**config.mk**
```make
export PLATFORM = sky130hd
export DESIGN_NAME = sprite_blitter
export DESIGN_NICKNAME = d
export VERILOG_FILES = /design/src/rtl/chip8_fb_pkg.sv /design/src/rtl/sprite_row_align.sv /design/src/rtl/sprite_blitter.sv
export SDC_FILE = /design/constraint.sdc
export NUM_CORES = 1
export LEC_CHECK = 0
export CAP_MARGIN = 20
export CORE_ASPECT_RATIO = 0.5
export CORE_UTILIZATION = 55
export CTS_BUF_LIST = sky130_fd_sc_hd__clkbuf_2 sky130_fd_sc_hd__clkbuf_4 sky130_fd_sc_hd__clkbuf_8
export DETAILED_ROUTE_END_ITERATION = 8
export GPL_ROUTABILITY_DRIVEN = 0
export PLACE_DENSITY = 0.82
export SYNTH_ARGS = -nofsm -noshare
export SYNTH_HDL_FRONTEND = slang
export SYNTH_SLANG_ARGS = --single-unit
```
**constraint.sdc**
```tcl
create_clock -name clk -period 3.45 [get_ports clk]
set_input_delay 0.69 -clock clk [delete_from_list [all_inputs] [get_ports clk]]
set_output_delay 0.69 -clock clk [all_outputs]
set_load 0.02 [all_outputs]
```
**src/rtl/chip8_fb_pkg.sv**
```systemverilog
// Shared framebuffer geometry, blitter state encoding and word-address helper.
package chip8_fb_pkg;

   localparam int FB_ROWS          = 64;
   localparam int FB_WORDS_PER_ROW = 8;
   localparam int FB_ADDR_W        = 9;

   localparam logic [2:0] ST_IDLE  = 3'd0;
   localparam logic [2:0] ST_FETCH = 3'd1;
   localparam logic [2:0] ST_LATCH = 3'd2;
   localparam logic [2:0] ST_RD    = 3'd3;
   localparam logic [2:0] ST_WR    = 3'd4;
   localparam logic [2:0] ST_NEXT  = 3'd5;
   localparam logic [2:0] ST_DONE  = 3'd6;

   typedef enum logic [2:0] {
      IDLE  = ST_IDLE,
      FETCH = ST_FETCH,
      LATCH = ST_LATCH,
      RD    = ST_RD,
      WR    = ST_WR,
      NEXT  = ST_NEXT,
      DONE  = ST_DONE
   } state_t;

   function automatic logic [FB_ADDR_W-1:0] fb_word_addr(input logic [5:0] row,
                                                         input logic [2:0] word);
      return {row, word};
   endfunction

endpackage

```
**src/rtl/sprite_row_align.sv**
```systemverilog
// Aligns one sprite row (8 or 16 pixels) to the pixel X offset within a
// 16-pixel word pair; mask_a covers the left word, mask_b the right one.
module sprite_row_align (
   input  logic [7:0]  hi_byte,
   input  logic [7:0]  lo_byte,
   input  logic        wide,
   input  logic [3:0]  shift,
   output logic [15:0] mask_a,
   output logic [15:0] mask_b
);
   logic [31:0] row_bits;

   assign row_bits = {hi_byte, (wide ? lo_byte : 8'h00), 16'h0000} >> shift;
   assign mask_a   = row_bits[31:16];
   assign mask_b   = row_bits[15:0];

endmodule

```
**src/rtl/sprite_blitter.sv**
```systemverilog
// Chip-8/SCHIP DXYN sprite draw engine: fetch, align, XOR read-modify-write.
// Define SPRITE_WRAP_EN to wrap rows and the right word instead of clipping.
module sprite_blitter #(
   parameter int FB_ADDR_W  = 9,
   parameter int SPR_ADDR_W = 5
) (
   input  logic                  clk,
   input  logic                  rst_n,
   input  logic                  start,
   input  logic [6:0]            pos_x,
   input  logic [5:0]            pos_y,
   input  logic [3:0]            rows,
   output logic                  spr_rd,
   output logic [SPR_ADDR_W-1:0] spr_addr,
   input  logic [7:0]            spr_data,
   output logic                  fbuf_en,
   output logic                  fbuf_write,
   output logic [FB_ADDR_W-1:0]  fbuf_addr,
   output logic [15:0]           fbuf_in,
   input  logic [15:0]           fbuf_out,
   output logic                  busy,
   output logic                  done,
   output logic                  collision
);
   import chip8_fb_pkg::*;

   state_t      state_reg, state_next;
   logic [6:0]  px_reg, px_next;
   logic [5:0]  py_reg, py_next;
   logic [3:0]  last_row_reg, last_row_next;
   logic        wide_reg, wide_next;
   logic [3:0]  row_reg, row_next;
   logic        bsel_reg, bsel_next;
   logic [7:0]  left_reg, left_next;
   logic [15:0] mask_a_reg, mask_a_next;
   logic [15:0] mask_b_reg, mask_b_next;
   logic        wsel_reg, wsel_next;
   logic        collision_reg, collision_next;

   logic [15:0] al_a, al_b;
   logic [2:0]  word_a, word_b, cur_word;
   logic [5:0]  cur_y;
   logic [15:0] cur_mask;
   logic        b_allowed, next_clipped, last_row;

   sprite_row_align u_align (
      .hi_byte (wide_reg ? left_reg : spr_data),
      .lo_byte (spr_data),
      .wide    (wide_reg),
      .shift   (px_reg[3:0]),
      .mask_a  (al_a),
      .mask_b  (al_b)
   );

   assign word_a   = px_reg[6:4];
   assign word_b   = word_a + 3'd1;
   assign cur_word = wsel_reg ? word_b : word_a;
   assign cur_mask = wsel_reg ? mask_b_reg : mask_a_reg;
   assign cur_y    = py_reg + {2'b00, row_reg};

`ifdef SPRITE_WRAP_EN
   assign b_allowed    = 1'b1;
   assign next_clipped = 1'b0;
`else
   logic [6:0] next_y;
   assign next_y       = {1'b0, py_reg} + {3'b000, row_reg} + 7'd1;
   assign b_allowed    = (word_a != 3'd7);
   assign next_clipped = next_y[6];
`endif

   assign last_row  = (row_reg == last_row_reg) || next_clipped;
   assign collision = collision_reg;

   always_ff @(posedge clk) begin
      if (!rst_n) begin
         state_reg     <= IDLE;
         px_reg        <= '0;
         py_reg        <= '0;
         last_row_reg  <= '0;
         wide_reg      <= 1'b0;
         row_reg       <= '0;
         bsel_reg      <= 1'b0;
         left_reg      <= '0;
         mask_a_reg    <= '0;
         mask_b_reg    <= '0;
         wsel_reg      <= 1'b0;
         collision_reg <= 1'b0;
      end else begin
         state_reg     <= state_next;
         px_reg        <= px_next;
         py_reg        <= py_next;
         last_row_reg  <= last_row_next;
         wide_reg      <= wide_next;
         row_reg       <= row_next;
         bsel_reg      <= bsel_next;
         left_reg      <= left_next;
         mask_a_reg    <= mask_a_next;
         mask_b_reg    <= mask_b_next;
         wsel_reg      <= wsel_next;
         collision_reg <= collision_next;
      end
   end

   always_comb begin
      state_next     = state_reg;
      px_next        = px_reg;
      py_next        = py_reg;
      last_row_next  = last_row_reg;
      wide_next      = wide_reg;
      row_next       = row_reg;
      bsel_next      = bsel_reg;
      left_next      = left_reg;
      mask_a_next    = mask_a_reg;
      mask_b_next    = mask_b_reg;
      wsel_next      = wsel_reg;
      collision_next = collision_reg;
      spr_rd         = 1'b0;
      spr_addr       = '0;
      fbuf_en        = 1'b0;
      fbuf_write     = 1'b0;
      fbuf_addr      = '0;
      fbuf_in        = '0;
      busy           = (state_reg != IDLE);
      done           = 1'b0;

      case (state_reg)
         IDLE: begin
            if (start) begin
               px_next        = pos_x;
               py_next        = pos_y;
               // N=0 wraps to 15, i.e. 16 rows of a 16x16 sprite
               last_row_next  = rows - 4'd1;
               wide_next      = (rows == 4'd0);
               row_next       = '0;
               bsel_next      = 1'b0;
               collision_next = 1'b0;
               state_next     = FETCH;
            end
         end
         FETCH: begin
            spr_rd     = 1'b1;
            spr_addr   = wide_reg ? SPR_ADDR_W'({row_reg, bsel_reg}) : SPR_ADDR_W'(row_reg);
            state_next = LATCH;
         end
         LATCH: begin
            if (wide_reg && !bsel_reg) begin
               left_next  = spr_data;
               bsel_next  = 1'b1;
               state_next = FETCH;
            end else begin
               mask_a_next = al_a;
               mask_b_next = b_allowed ? al_b : 16'h0000;
               if (al_a != 16'h0000) begin
                  wsel_next  = 1'b0;
                  state_next = RD;
               end else if (mask_b_next != 16'h0000) begin
                  wsel_next  = 1'b1;
                  state_next = RD;
               end else begin
                  state_next = NEXT;
               end
            end
         end
         RD: begin
            fbuf_en    = 1'b1;
            fbuf_addr  = FB_ADDR_W'(fb_word_addr(cur_y, cur_word));
            state_next = WR;
         end
         WR: begin
            fbuf_en    = 1'b1;
            fbuf_write = 1'b1;
            fbuf_addr  = FB_ADDR_W'(fb_word_addr(cur_y, cur_word));
            fbuf_in    = fbuf_out ^ cur_mask;
            if ((fbuf_out & cur_mask) != 16'h0000)
               collision_next = 1'b1;
            if (!wsel_reg && (mask_b_reg != 16'h0000)) begin
               wsel_next  = 1'b1;
               state_next = RD;
            end else if (last_row) begin
               state_next = DONE;
            end else begin
               state_next = NEXT;
            end
         end
         NEXT: begin
            row_next  = row_reg + 4'd1;
            bsel_next = 1'b0;
            state_next = last_row ? DONE : FETCH;
         end
         DONE: begin
            done       = 1'b1;
            state_next = IDLE;
         end
         default: state_next = IDLE;
      endcase
   end

endmodule

```
==> results_dict.tcl, run 1 <==
set metrics [dict create \
    rsz0062_at_grt "no" \
    grt.overflow.total 0 \
    critical_path.max_fanout 8 \
    max_freq_mhz 309 \
    first_pass_iters 8 \
    die_h_um 69.6 \
    cts.sinks 67 \
    wl_per_cell_um 18.0 \
    clock-root-buffer "clkbuf_8" \
    synth_ff_type "dfxtp_1" \
    grtUsageTotal_pct 32.5 \
    fp.dieW_um 137 \
    hold_violations 0 \
    grt_pass1_vias 4606 \
    tns_ps 0 \
    fin_ws_ps 218 \
    setup_viol 0 \
    routed_wl_um 14800 \
    synth.net_count 686 \
    fin_crit_ps 3230 \
    regToRegEndpoint "state_reg[2]" \
    placed_cell_area_um2 6070 \
    portBuffers 79 \
    synth.yosys.warnings 0 \
    drive_gt1_share_pct 15.1 \
    regArea_um2 1340 \
    synth-compound-area-share_pct 17.9 \
    power.density_nw_per_um2 348 \
    reg2reg_slack_ps 240 \
    num_rows 24 \
    r2r_cells 8 \
    finClkSkew_ps 15.4 \
    synthAdderAreaFrac_pct 6.62 \
    dieArea_um2 9550 \
    switching_share_pct 31.1 \
    drtIter0Drc 504 \
    syn_area_um2 5020 \
    finalMaxSlewViolations 0 \
    start_util_pct 57.1 \
    drv_cap 0 \
    finalCritPeriodShare_pct 93.7 \
    ant_nets 0 \
    syn_to_final_growth_pct 25.5 \
    cts_buffer_depth 2 \
    p_total_mw 2.19 \
    crit_arrival_ps 2540 \
    endpoint_kind "output port" \
    required_ps 2760 \
    htree_levels 3 \
    syn_avg_cell_area_um2 8.16 \
    place_ws_ps -52.0 \
    synth-xor-area-share_pct 1.92 \
    largest_reg_flops 16 \
    ys_seq_area_share_pct 26.7 \
    cts.clk_slew.worst_paths_ps 80 \
    p_comb_share_pct 26.0 \
    fillCellCount 688 \
    async_flop_share_pct 0 \
    synth_edf_count 0 \
    synth_simple_gate_area_share_pct 22.1 \
    synthCells 616 \
    multiInputGateArea_um2 3400 \
    tightestPinTransition_ps 790 \
    grt_max_degree 43 \
    antenna_found_initial 0 \
    place_inst 808 \
    pin_count 80 \
    ys_ff_latch 67 \
    grt_pass1_wl_um 23900 \
    p_leak_nw 2.45 \
    hold_buffers 0 \
    muxShareOfSynthArea_pct 19.1 \
    synth_top_family_by_area "simple AND/OR/NAND/NOR gates" \
    violations "DRC" \
    endpoint "fbuf_addr[7]" \
    rr_startpoint "px_reg[2]" \
    via_per_inst 6.10 \
    drcViolationCount 1 \
    power_frac_seq_pct 38.7 \
    holdPathStages 2 \
    status "finished with violations" \
    synth.distinct_cells 66 \
    startpoint "row_reg[0]" \
    dr_total_vias 5030 \
    worstSetupPathType "reg -> out" \
    cts_buffers 9 \
    p_int_mw 1.51 \
    min_path_type "reg -> reg" \
    dpl.hpwl_um 11100 \
    slew_headroom_pct 47.3 \
    ir_worst_vdd_v 0.000240 \
    clk_latency_ps 370 \
    p_sw_uw 682 \
    critical_path.startpoint_type "flop" \
    nets 772 \
    fin_area_um2 6310 \
    cts_tree "built" \
    antenna_cells 0 \
    fin_cells 824 \
    core_area_um2 8800 \
    power_frac_clock_pct 35.3 \
]
[layer usage]
layer	share of wire [%]	GRT usage [%]	vias up
li1	-	-	2384
met1	46	46.3	2311
met2	43	48.1	303
met3	9.5	8.55	32
met4	1.7	8.91	0
met5	0	0	-
[how the worst min path moves through the flow]
stage	startpoint	endpoint	slack, ps
2_1_floorplan	mask_a_reg[14]	mask_a_reg[14]	430
3_3_place_gp	mask_a_reg[4]	mask_a_reg[4]	440
3_5_place_dp	mask_a_reg[4]	mask_a_reg[4]	450
4_1_cts	mask_a_reg[4]	mask_a_reg[4]	460
5_1_grt	mask_a_reg[4]	mask_a_reg[4]	480
6_report	mask_a_reg[4]	mask_a_reg[4]	460
[placed cells by master (no fill, tap or decap), drive strengths merged, types with 4 or more instances in the layout]
master,netlist,routed
clkdlybuf4s50,0,79
nor2,76,76
nand2,63,63
inv,17,18
and2,24,24
clkbuf,33,11
o221ai,4,4
xnor2,8,8
a32oi,4,4
a211oi,9,9
nor3,15,15
nor2b,10,10
mux4,12,12
o211ai,5,5
nand4,4,4
ha,25,25
nand3,15,15
nand2b,9,9
mux2i,38,38
nor4,9,9
a31oi,6,6
a21oi,42,42
o21ai,16,16
a22oi,16,16
buf,15,44
dfxtp,67,67
mux2,27,27
[cell families after synthesis]
group | after synthesis
xor+xnor | 11
fa+ha+maj | 26
buf+inv | 66
simple gates | 237
mux | 77
compound gates | 132
flops | 67
[through the flow]
stage               utilization (%)  hold WS, ps
floorplan                         -          429
global route                   71.7          477
finish                         71.7          455
CTS                            71.6          460
detailed placement             69.0          450
global placement               69.0          439
[synthesized netlist by cell type (all sizes together), types with 3 or more instances]
library cell  instances  area share [%]
xnor2                 8             1.4
o31ai                 3            0.45
o211ai                5            0.75
inv                  17             1.3
ha                   25             6.2
nand2                63             4.7
dfxtp                67              27
mux2i                38             7.6
and2                 24             3.0
a21oi                42             4.2
a31oi                 6            0.75
nand2b                9             1.1
o221ai                4            0.82
mux2                 27             6.1
a211oi                9             1.3
mux4                 12             5.4
nor2                 76             5.7
nand4                 4            0.50
and3                  3            0.37
o21ai                16             1.6
clkbuf               33             2.5
nor3                 15             1.5
a221oi                3            0.77
buf                  15             1.9
a32oi                 4            0.70
xor2                  3            0.52
nor2b                10             1.2
a22oi                16             2.4
nor4                  9             1.1
nand3                15             1.5
[critical path, cell delays in order, from the launching register on]
cell and delay, ps:
dfxtp_1 400, ha_1 250, fa_1 410, nand2_1 80, nand2_1 70, a21oi_1 180, xor2_1 90, nor2_1 90
clkdlybuf4s50_1 610
[final cells by class]
class | instances | area share, %
Clock buffer | 11 | 2.30
Clock inverter | 5 | 1.35
Inverter | 18 | 1.07
Multi-Input combinational cell | 483 | 53.9
Sequential cell | 67 | 21.3
Tap cell | 117 | 2.32
Timing Repair Buffer | 123 | 17.8
[power by group through the flow]
stage | clock network (mW) | registers (mW) | logic (mW)
2_1_floorplan | 0 | 0.843 | 0.370
3_3_place_gp | 0 | 0.864 | 0.545
6_report | 0.773 | 0.849 | 0.570
5_1_grt | 0.811 | 0.855 | 0.617
4_1_cts | 0.776 | 0.847 | 0.559
3_5_place_dp | 0 | 0.865 | 0.554
[what timing repair did]
action                     4_1_cts  5_1_grt
setup buffers                    0        0
gates resized for setup          0        2
setup endpoints to repair        0        3
(Power assumes the default switching activity.)
==> inputs of run 2 (changes only) <==
--- a/config.mk
+++ b/config.mk
@@ -7,11 +7,9 @@
 export LEC_CHECK = 0
 export CAP_MARGIN = 20
 export CORE_ASPECT_RATIO = 0.5
-export CORE_UTILIZATION = 55
-export CTS_BUF_LIST = sky130_fd_sc_hd__clkbuf_2 sky130_fd_sc_hd__clkbuf_4 sky130_fd_sc_hd__clkbuf_8
+export CORE_UTILIZATION = 35
 export DETAILED_ROUTE_END_ITERATION = 8
 export GPL_ROUTABILITY_DRIVEN = 0
-export PLACE_DENSITY = 0.82
 export SYNTH_ARGS = -nofsm -noshare
 export SYNTH_HDL_FRONTEND = slang
 export SYNTH_SLANG_ARGS = --single-unit
==> results_dict.tcl, run 2 (same netlist as run 1, synthesis figures left out) <==
set metrics [dict create \
    antenna_cells 0 \
    syn_to_final_growth_pct 29.2 \
    ir_worst_vdd_v 0.000174 \
    layout_common_cells "clkdlybuf4s50_1, nor2_1, dfxtp_1, nand2_1, buf_4" \
    drive_gt1_share_pct 15.0 \
    critical_path.startpoint_type "flop" \
    final_common_cell "clkdlybuf4s50_1" \
    finalCritPeriodShare_pct 92.6 \
    setup_viol 0 \
    post-cts-setup-buffer-count 0 \
    drv_cap 0 \
    wl_per_cell_um 17.2 \
    status "finished, final reports clean" \
    reg2reg_slack_ps 360 \
    rsz0062_at_grt "no" \
    dieArea_um2 14900 \
    core_area_um2 13800 \
    rr_startpoint "px_reg[0]" \
    whs_ps 452 \
    cts.clk_slew.worst_paths_ps 60 \
    regToRegEndpoint "state_reg[2]" \
    cts_buffers 9 \
    grt_pass1_wl_um 24500 \
    cts_buffer_depth 2 \
    drtIter0Drc 302 \
    grt.overflow.total 0 \
    dpl.hpwl_um 11600 \
    die_h_um 86.7 \
    required_ps 2760 \
    portBuffers 79 \
    clk_latency_ps 340 \
    crit_arrival_ps 2500 \
    holdPathStages 2 \
    power.density_nw_per_um2 373 \
    fillCellCount 1369 \
    cts_tree "built" \
    via_per_inst 5.46 \
    critical_path.max_fanout 8 \
    num_rows 30 \
    grt_pass1_vias 4495 \
    hold-path-endpoint "mask_a_reg[4]" \
    ant_nets 0 \
    endpoint_kind "output port" \
    place_ws_ps -29.0 \
    cts.sinks 67 \
    clock-root-buffer "clkbuf_16" \
    first_pass_iters 4 \
    drcViolationCount 0 \
    fin_crit_ps 3190 \
    htree_levels 3 \
    start_util_pct 36.5 \
    min_path_type "reg -> reg" \
    fin_ws_ps 256 \
    antenna_found_initial 0 \
    finClkSkew_ps 9.56 \
    nets 772 \
    routed_wl_um 15500 \
    worstSetupPathType "reg -> out" \
    dr_total_vias 4910 \
    finalMaxSlewViolations 0 \
    grtUsageTotal_pct 21.6 \
    tightestPinTransition_ps 815 \
    grt_max_degree 61 \
    max_freq_mhz 313 \
    largest_reg_flops 16 \
    fp.dieW_um 171 \
    hp-start "mask_a_reg[4]" \
    p_leak_nw 2.50 \
    r2r_cells 9 \
    hold_violations 0 \
    slew_headroom_pct 45.0 \
    pin_count 80 \
]
## run 2: changes by cell type in the layout (fill, tap and decap cells not counted)
cell and change:
clkinv_2 +1, dfxtp_2 -1, inv_6 -1, clkbuf_4 -1
clkbuf_16 +9, bufinv_16 -1, clkbuf_8 -6, dfxtp_1 +1
clkinvlp_4 -1
## run 2: stage by stage
stage	cells	cell area, µm²	power [mW]	setup TNS (ps)	utilization [%]
CTS	899	6490	2.42	0	47.1
global route	899	6490	2.53	0	47.1
detailed placement	883	6170	1.43	-29.0	44.8
floorplan	616	5020	1.21	0	-
finish	899	6490	2.42	0	47.1
global placement	883	6170	1.42	0	44.8
## run 2: routing by layer
| metal | GRT usage [%] | vias up | part of all wire, % |
|---|---|---|---|
| met5 | 0 | - | 0 |
| met4 | 5.28 | 0 | 1.6 |
| met3 | 5.25 | 22 | 5.9 |
| met2 | 31.2 | 139 | 41 |
| met1 | 31.6 | 2348 | 51 |
| li1 | - | 2401 | - |
## run 2: where the power goes
part	internal, mW	switching, mW
clock	0.639	0.366
combinational	0.262	0.307
sequential	0.809	0.0389
## run 2: critical path: stages (launching register included)
cell and delay (ps):
dfxtp_1 410, ha_1 250, fa_1 410, nand2_1 80, nand2_1 50, a21oi_1 170, xor2_1 90, nor2_1 100
clkdlybuf4s50_1 610
## run 2: area by class of cell
class	instances	area, µm²	share of cell area [%]
inverters	18	67.6	1.04
clock inverters	3	43.8	0.675
flip-flops and latches	67	1340	20.7
well taps	192	240	3.70
multi-input cells	483	3400	52.3
clock buffers	13	280	4.32
repair buffers	123	1120	17.3
## run 2: worst max path at each step
| stage | slack [ps] | startpoint | to | cells after the start |
|---|---|---|---|---|
| finish | 260 | row_reg[0] | fbuf_addr[7] | 8 |
| CTS | 180 | row_reg[1] | fbuf_addr[8] | 8 |
| detailed placement | -30 | spr_data[1] | state_reg[2] | 9 |
| global route | 100 | row_reg[0] | fbuf_addr[7] | 8 |
| global placement | 10 | spr_data[1] | state_reg[2] | 9 |
| floorplan | 530 | spr_data[2] | state_reg[2] | 9 |
## run 2: timing repair
action                     CTS  global route
gates resized for setup      0             1
hold buffers                 0             0
setup endpoints to repair    0             1
==> RTL edit 1: new RTL, flow settings as in run 2 <==
Build with the macro `SPRITE_WRAP_EN` defined.
--- a/src/rtl/sprite_blitter.sv
+++ b/src/rtl/sprite_blitter.sv
@@ -1,5 +1,7 @@
 // Chip-8/SCHIP DXYN sprite draw engine: fetch, align, XOR read-modify-write.
 // Define SPRITE_WRAP_EN to wrap rows and the right word instead of clipping.
+`define SPRITE_WRAP_EN
+
 module sprite_blitter #(
    parameter int FB_ADDR_W  = 9,
    parameter int SPR_ADDR_W = 5
Check against the original RTL: not equivalent (Yosys sat finds a counterexample within 4 cycles, from zero or initial values and one cycle with rst_n low).
==> RTL edit 1 against run 2 <==
Area after synthesis is 1.6% lower; first-iteration DRC count is 88% higher; wire length is 5.5% lower; final area is 4.2% lower; power is 3.7% lower; count of clock-buffer cells in the layout is 4 lower; worst setup slack worse by 0.10 ns; synthesized cell count is 1.1% lower; worst hold slack hardly changed; sequential cell count stayed put; sequential share of layout area is 0.91 points higher; fmax is 3.1% lower; utilization is 1.6 points lower; sequential power is 2% higher; largest power group unchanged; highest routed layer unchanged.
==> RTL edit 1: results (changes against run 2) <==
Outcome
  – Outcome: finished clean

Critical path
  – Worst Reg-to-Reg Cells: 8 (-1)
  – Slowest stage delay, CP: 0.84 ns (+0.23 ns)
  – Reg2Reg Launch Point: wide_reg
  – Worst R2R Setup Slack: 0.48 ns (+0.12 ns)
  – Delay-heaviest family, CP: flip-flops

Routing
  – Post-Route WL: 14600 um (-5.5%)
  – Drt first pass iters: 6 (+2)
  – DR vias/cell: 5.48 (+0.31%)

Global route
  – First-pass GRT wire length: 23400 um (-4.3%)
  – Largest net degree at the start of global routing: 32 (-48%)
  – Vias in the first global route: 4251 (-5.4%)

Yosys
  – Syn Nets: 677 (-1.3%)
  – Top cells by area, synth: dfxtp_1 (27%), mux2_2 (6.1%), mux4_2 (5.9%)
  – Unique cell type count in the Yosys netlist: 63 (-4.5%)
  – Most frequent cells after synthesis: nand2_1 (76), dfxtp_1 (67), nor2_1 (67)
  – Seq/Total Area, Yosys: 0.271 (+0.00425)

Place
  – Dpl hpwl: 11000 um (-5.2%)
  – Placed instance area: 5920 um^2 (-4.0%)
  – Pre-CTS WS: 0.0787 ns (+0.108 ns)

STA
  – Worst Tran Pin Value: 0.843 ns (+0.0280 ns)
  – Skew final: 0.00619 ns (-0.00337 ns)

Power
  – VDD IR max: 0.202 mV (+16%)

Hold path
  – Hold Path Origin: mask_a_reg[15]

Layout
  – Layout cell share with drive strength beyond 1: 0.132 (-0.0181)
==> RTL edit 1: cell count changes in the layout (fill, tap and decap cells not counted), moves of 6 or more <==
| cell | run 2 | this run |
|---|---|---|
| a21oi_1 | 42 | 53 |
| a22oi_1 | 16 | 7 |
| buf_4 | 44 | 17 |
| inv_1 | 17 | 6 |
| mux2i_1 | 38 | 23 |
| nand2_1 | 63 | 76 |
| nor2_1 | 76 | 67 |
| nor2b_1 | 10 | 16 |
==> RTL edit 1: logic make-up after synthesis <==
logic type / share of synthesized area
AND/OR/NAND/NOR: 0.228
XOR/XNOR: 0.0230
adder cells (fa/ha/maj): 0.0622
multiplexers: 0.177
buffers and inverters: 0.0483
AO/OA/AOI/OAI: 0.190
flip-flops: 0.271
==> RTL edit 1: worst register-to-register path: cells and delay by family (launching register included) <==
kind	cells	cell delay [ns]
DFF	1	0.77
muxes	2	0.60
and+or+nand+nor	2	0.29
AOI/OAI and AO/OA	2	0.66
buffers and inverters	2	0.53
==> RTL edit 1: layout make-up <==
cell class	count	area (um^2)
clock buffer	9	225
clock inverter	7	68.8
fill	1391	7440
inverter	9	33.8
multi-input combinational	486	3370
sequential	67	1340
tap	192	240
timing repair buffer	97	938
==> RTL edit 1: stage by stage <==
step                std cells  hold slack, ns
global placement          851           0.438
detailed placement        851           0.443
finish                    867           0.451
floorplan                 609           0.429
CTS                       867           0.450
global route              867           0.468
==> RTL edit 1: routing by layer <==
metal | part of all wire | track usage | wire length (um) | vias up
met2 | 0.41 | 0.303 | 6030 | 178
li1 | - | - | - | 2327
met1 | 0.51 | 0.304 | 7470 | 2225
met5 | 0 | 0 | 0 | -
met3 | 0.063 | 0.0411 | 927 | 20
met4 | 0.014 | 0.0467 | 203 | 0
==> RTL edit 1: worst max-delay path by stage <==
stage                 start           end  slack (ns)  depth (start not counted)
6_report           wsel_reg   fbuf_in[11]        0.15                          4
2_1_floorplan   spr_data[2]  state_reg[1]        0.76                          8
3_3_place_gp    spr_data[3]  state_reg[1]        0.12                          8
4_1_cts        state_reg[1]  fbuf_addr[6]        0.11                          5
3_5_place_dp    spr_data[3]  state_reg[1]        0.08                          8
5_1_grt          row_reg[0]  fbuf_addr[7]        0.03                          7
==> RTL edit 1: power by group <==
part	total, mW	switching (mW)	internal [mW]
registers	0.868	0.0498	0.818
clock network	0.897	0.341	0.556
logic	0.567	0.318	0.249
total	2.33	0.709	1.62
==> RTL edit 2: new RTL, flow settings as in run 2 <==
Made on the original files. Add an input register stage for `spr_data`, without a reset; this delays it by one clock. The other inputs are not delayed to match.
--- a/src/rtl/sprite_blitter.sv
+++ b/src/rtl/sprite_blitter.sv
@@ -24,6 +24,12 @@
 );
    import chip8_fb_pkg::*;
 
+   logic [7:0] spr_data_q;
+
+   always_ff @(posedge clk) begin
+      spr_data_q <= spr_data;
+   end
+
    state_t      state_reg, state_next;
    logic [6:0]  px_reg, px_next;
    logic [5:0]  py_reg, py_next;
@@ -44,8 +50,8 @@
    logic        b_allowed, next_clipped, last_row;
 
    sprite_row_align u_align (
-      .hi_byte (wide_reg ? left_reg : spr_data),
-      .lo_byte (spr_data),
+      .hi_byte (wide_reg ? left_reg : spr_data_q),
+      .lo_byte (spr_data_q),
       .wide    (wide_reg),
       .shift   (px_reg[3:0]),
       .mask_a  (al_a),
@@ -144,7 +150,7 @@
          end
          LATCH: begin
             if (wide_reg && !bsel_reg) begin
-               left_next  = spr_data;
+               left_next  = spr_data_q;
                bsel_next  = 1'b1;
                state_next = FETCH;
             end else begin
Check against the original RTL: not equivalent (a bounded check fails within 4 cycles, from zero or initial values and one cycle with rst_n low).
==> RTL edit 2 against run 2 <==
Final area grew 0.64%; register-to-register slack gained 0.24 ns; area after synthesis grew 3.2%; utilization shrank 2.0 points; power grew 7.5%; critical path type unchanged; die area grew 3.2%; synthesized cell count grew 3.9%; sequential cell count grew 8; first-iteration DRC count grew 65%; non-clock buffer count shrank 18; worst setup slack lost 0.022 ns; sequential power grew 14%; largest cell class unchanged; wire length shrank 4.5%.
==> RTL edit 2: results (changes against run 2) <==
Outcome
  – Outcome: finished clean

Yosys
  – Most frequent cells after synthesis: nor2_1 (81), dfxtp_1 (75), nand2_1 (71)
  – Yosys warns: 0 (unchanged)
  – Unique cell type count in the Yosys netlist: 69 (+4.5%)
  – Seq/Total Area, Yosys: 0.290 (+0.0226)
  – Syn Nets: 710 (+3.5%)
  – Top cells by area, synth: dfxtp_1 (29%), mux2i_1 (6.6%), ha_1 (6.0%)

Power
  – VDD IR max: 0.284 mV (+63%)
  – Leakage: 2.56 nW (+2.5%)

Critical path
  – CP max stage cell: clkdlybuf4s50_1
  – Critical path endpoint: fbuf_addr[8]
  – Reg-to-reg endpoint: state_reg[1]
  – Delay-heaviest family, CP: buffers and inverters
  – Critical Path AT: 2.53 ns (+0.03 ns)
  – Slowest stage delay, CP: 0.60 ns
  – Worst R2R Setup Slack: 0.60 ns (+0.24 ns)
  – Worst Reg-to-Reg Cells: 8 (-1)
  – CP Launch Point: row_reg[1]

CTS
  – Worst-skew pair later-pin latency: 0.33 ns
  – H-tree depth: 3 (unchanged)
  – Worst-path clk slew: 0.06 ns (about the same)
  – Clock Path Buffers: 2 (unchanged)
  – Post-CTS setup buffer count: 0 (unchanged)

Routing
  – DR vias/cell: 5.29 (-3.1%)
  – Mean routed wirelength per cell: 16.1 um (-6.3%)
  – Drt first pass iters: 5 (+1)
  – Wire length on met3: 890 um (-2.7%)
  – Initial drt markers: 499 (+65%)
  – WL met2: 5800 um (-9.6%)
  – M1 wire length: 8010 um (+1.3%)

Global route
  – First-pass GRT wire length: 23800 um (-2.8%)
  – GRT Resource Usage Total: 0.196 (-0.0199)
  – Largest net degree at the start of global routing: 33 (-46%)
  – GR Layer Usage met1: 0.297 (-0.0188)
  – Met2 track demand over resource: 0.278 (-0.0343)
  – Grt met3 use: 0.0477 (-0.00477)
  – Vias in the first global route: 4410 (-1.9%)
  – Initial antenna violation count: 0 (unchanged)

Place
  – Dpl hpwl: 11300 um (-2.8%)

Layout
  – Max FFs per register: 16 (unchanged)
  – Seq area share: 0.230 (+0.0230)
  – Seq_cells: 75 (+12%)
  – Multi-input logic cell count: 509 (+5.4%)
  – # clk buffers: 10 (-3)
  – Clock buf/inv share: 0.0525 (+0.00256)
  – NonClk Buf Share: 0.151 (-0.0218)
  – Non-clock buffers: 105 (-15%)
  – Final net count: 783 (+1.4%)
  – Layout cell share with drive strength beyond 1: 0.116 (-0.0343)
  – Multi-input logic portion of the cell area: 0.521 (-0.00177)
  – Invs w/o clock: 13 (-5)
  – Fill count: 1445 (+5.6%)

Hold path
  – Hold Path Class: reg2reg

STA
  – Worst slew margin: 0.494 (+0.0438)
  – Skew final: 0.00545 ns (-0.00411 ns)
-- RTL edit 2: worst min-delay path by stage --
| stage | start | end | slack [ns] | cells after the start |
|---|---|---|---|---|
| 6_report | mask_a_reg[5] | mask_a_reg[5] | 0.45 | 2 |
| 5_1_grt | mask_a_reg[0] | mask_a_reg[0] | 0.49 | 2 |
| 4_1_cts | mask_a_reg[5] | mask_a_reg[5] | 0.45 | 2 |
| 3_5_place_dp | mask_a_reg[5] | mask_a_reg[5] | 0.45 | 2 |
| 3_3_place_gp | mask_a_reg[5] | mask_a_reg[5] | 0.44 | 2 |
| 2_1_floorplan | mask_a_reg[0] | mask_a_reg[0] | 0.43 | 2 |
-- RTL edit 2: cells by family (layout without fill, tap and decap cells) --
group,count (synthesis),after routing,share of synthesized area
xor gates and xnor gates,11,11,0.0186
adders and majority gates,26,26,0.0642
AOI/OAI and AO/OA,140,140,0.182
buffers and inverters,56,134,0.0536
muxes,62,62,0.138
DFF,75,75,0.290
and+or+nand+nor,270,270,0.254
-- RTL edit 2: through the flow --
step / hold WS [ns] / instance area [um^2] / worst slack, ns / instances / util
after global routing: 0.487 / 6530 / 0.0337 / 916 / 0.452
after detailed placement: 0.446 / 6190 / 0.565 / 900 / 0.428
after global placement: 0.442 / 6190 / 0.640 / 900 / 0.428
final: 0.451 / 6530 / 0.234 / 916 / 0.452
after floorplan: 0.427 / 5190 / 1.11 / 640 / -
after CTS: 0.455 / 6530 / 0.202 / 916 / 0.452
-- RTL edit 2: where the power goes --
part | internal (mW) | switching, mW
Combinational | 0.251 | 0.315
Clock | 0.708 | 0.365
Sequential | 0.911 | 0.0537
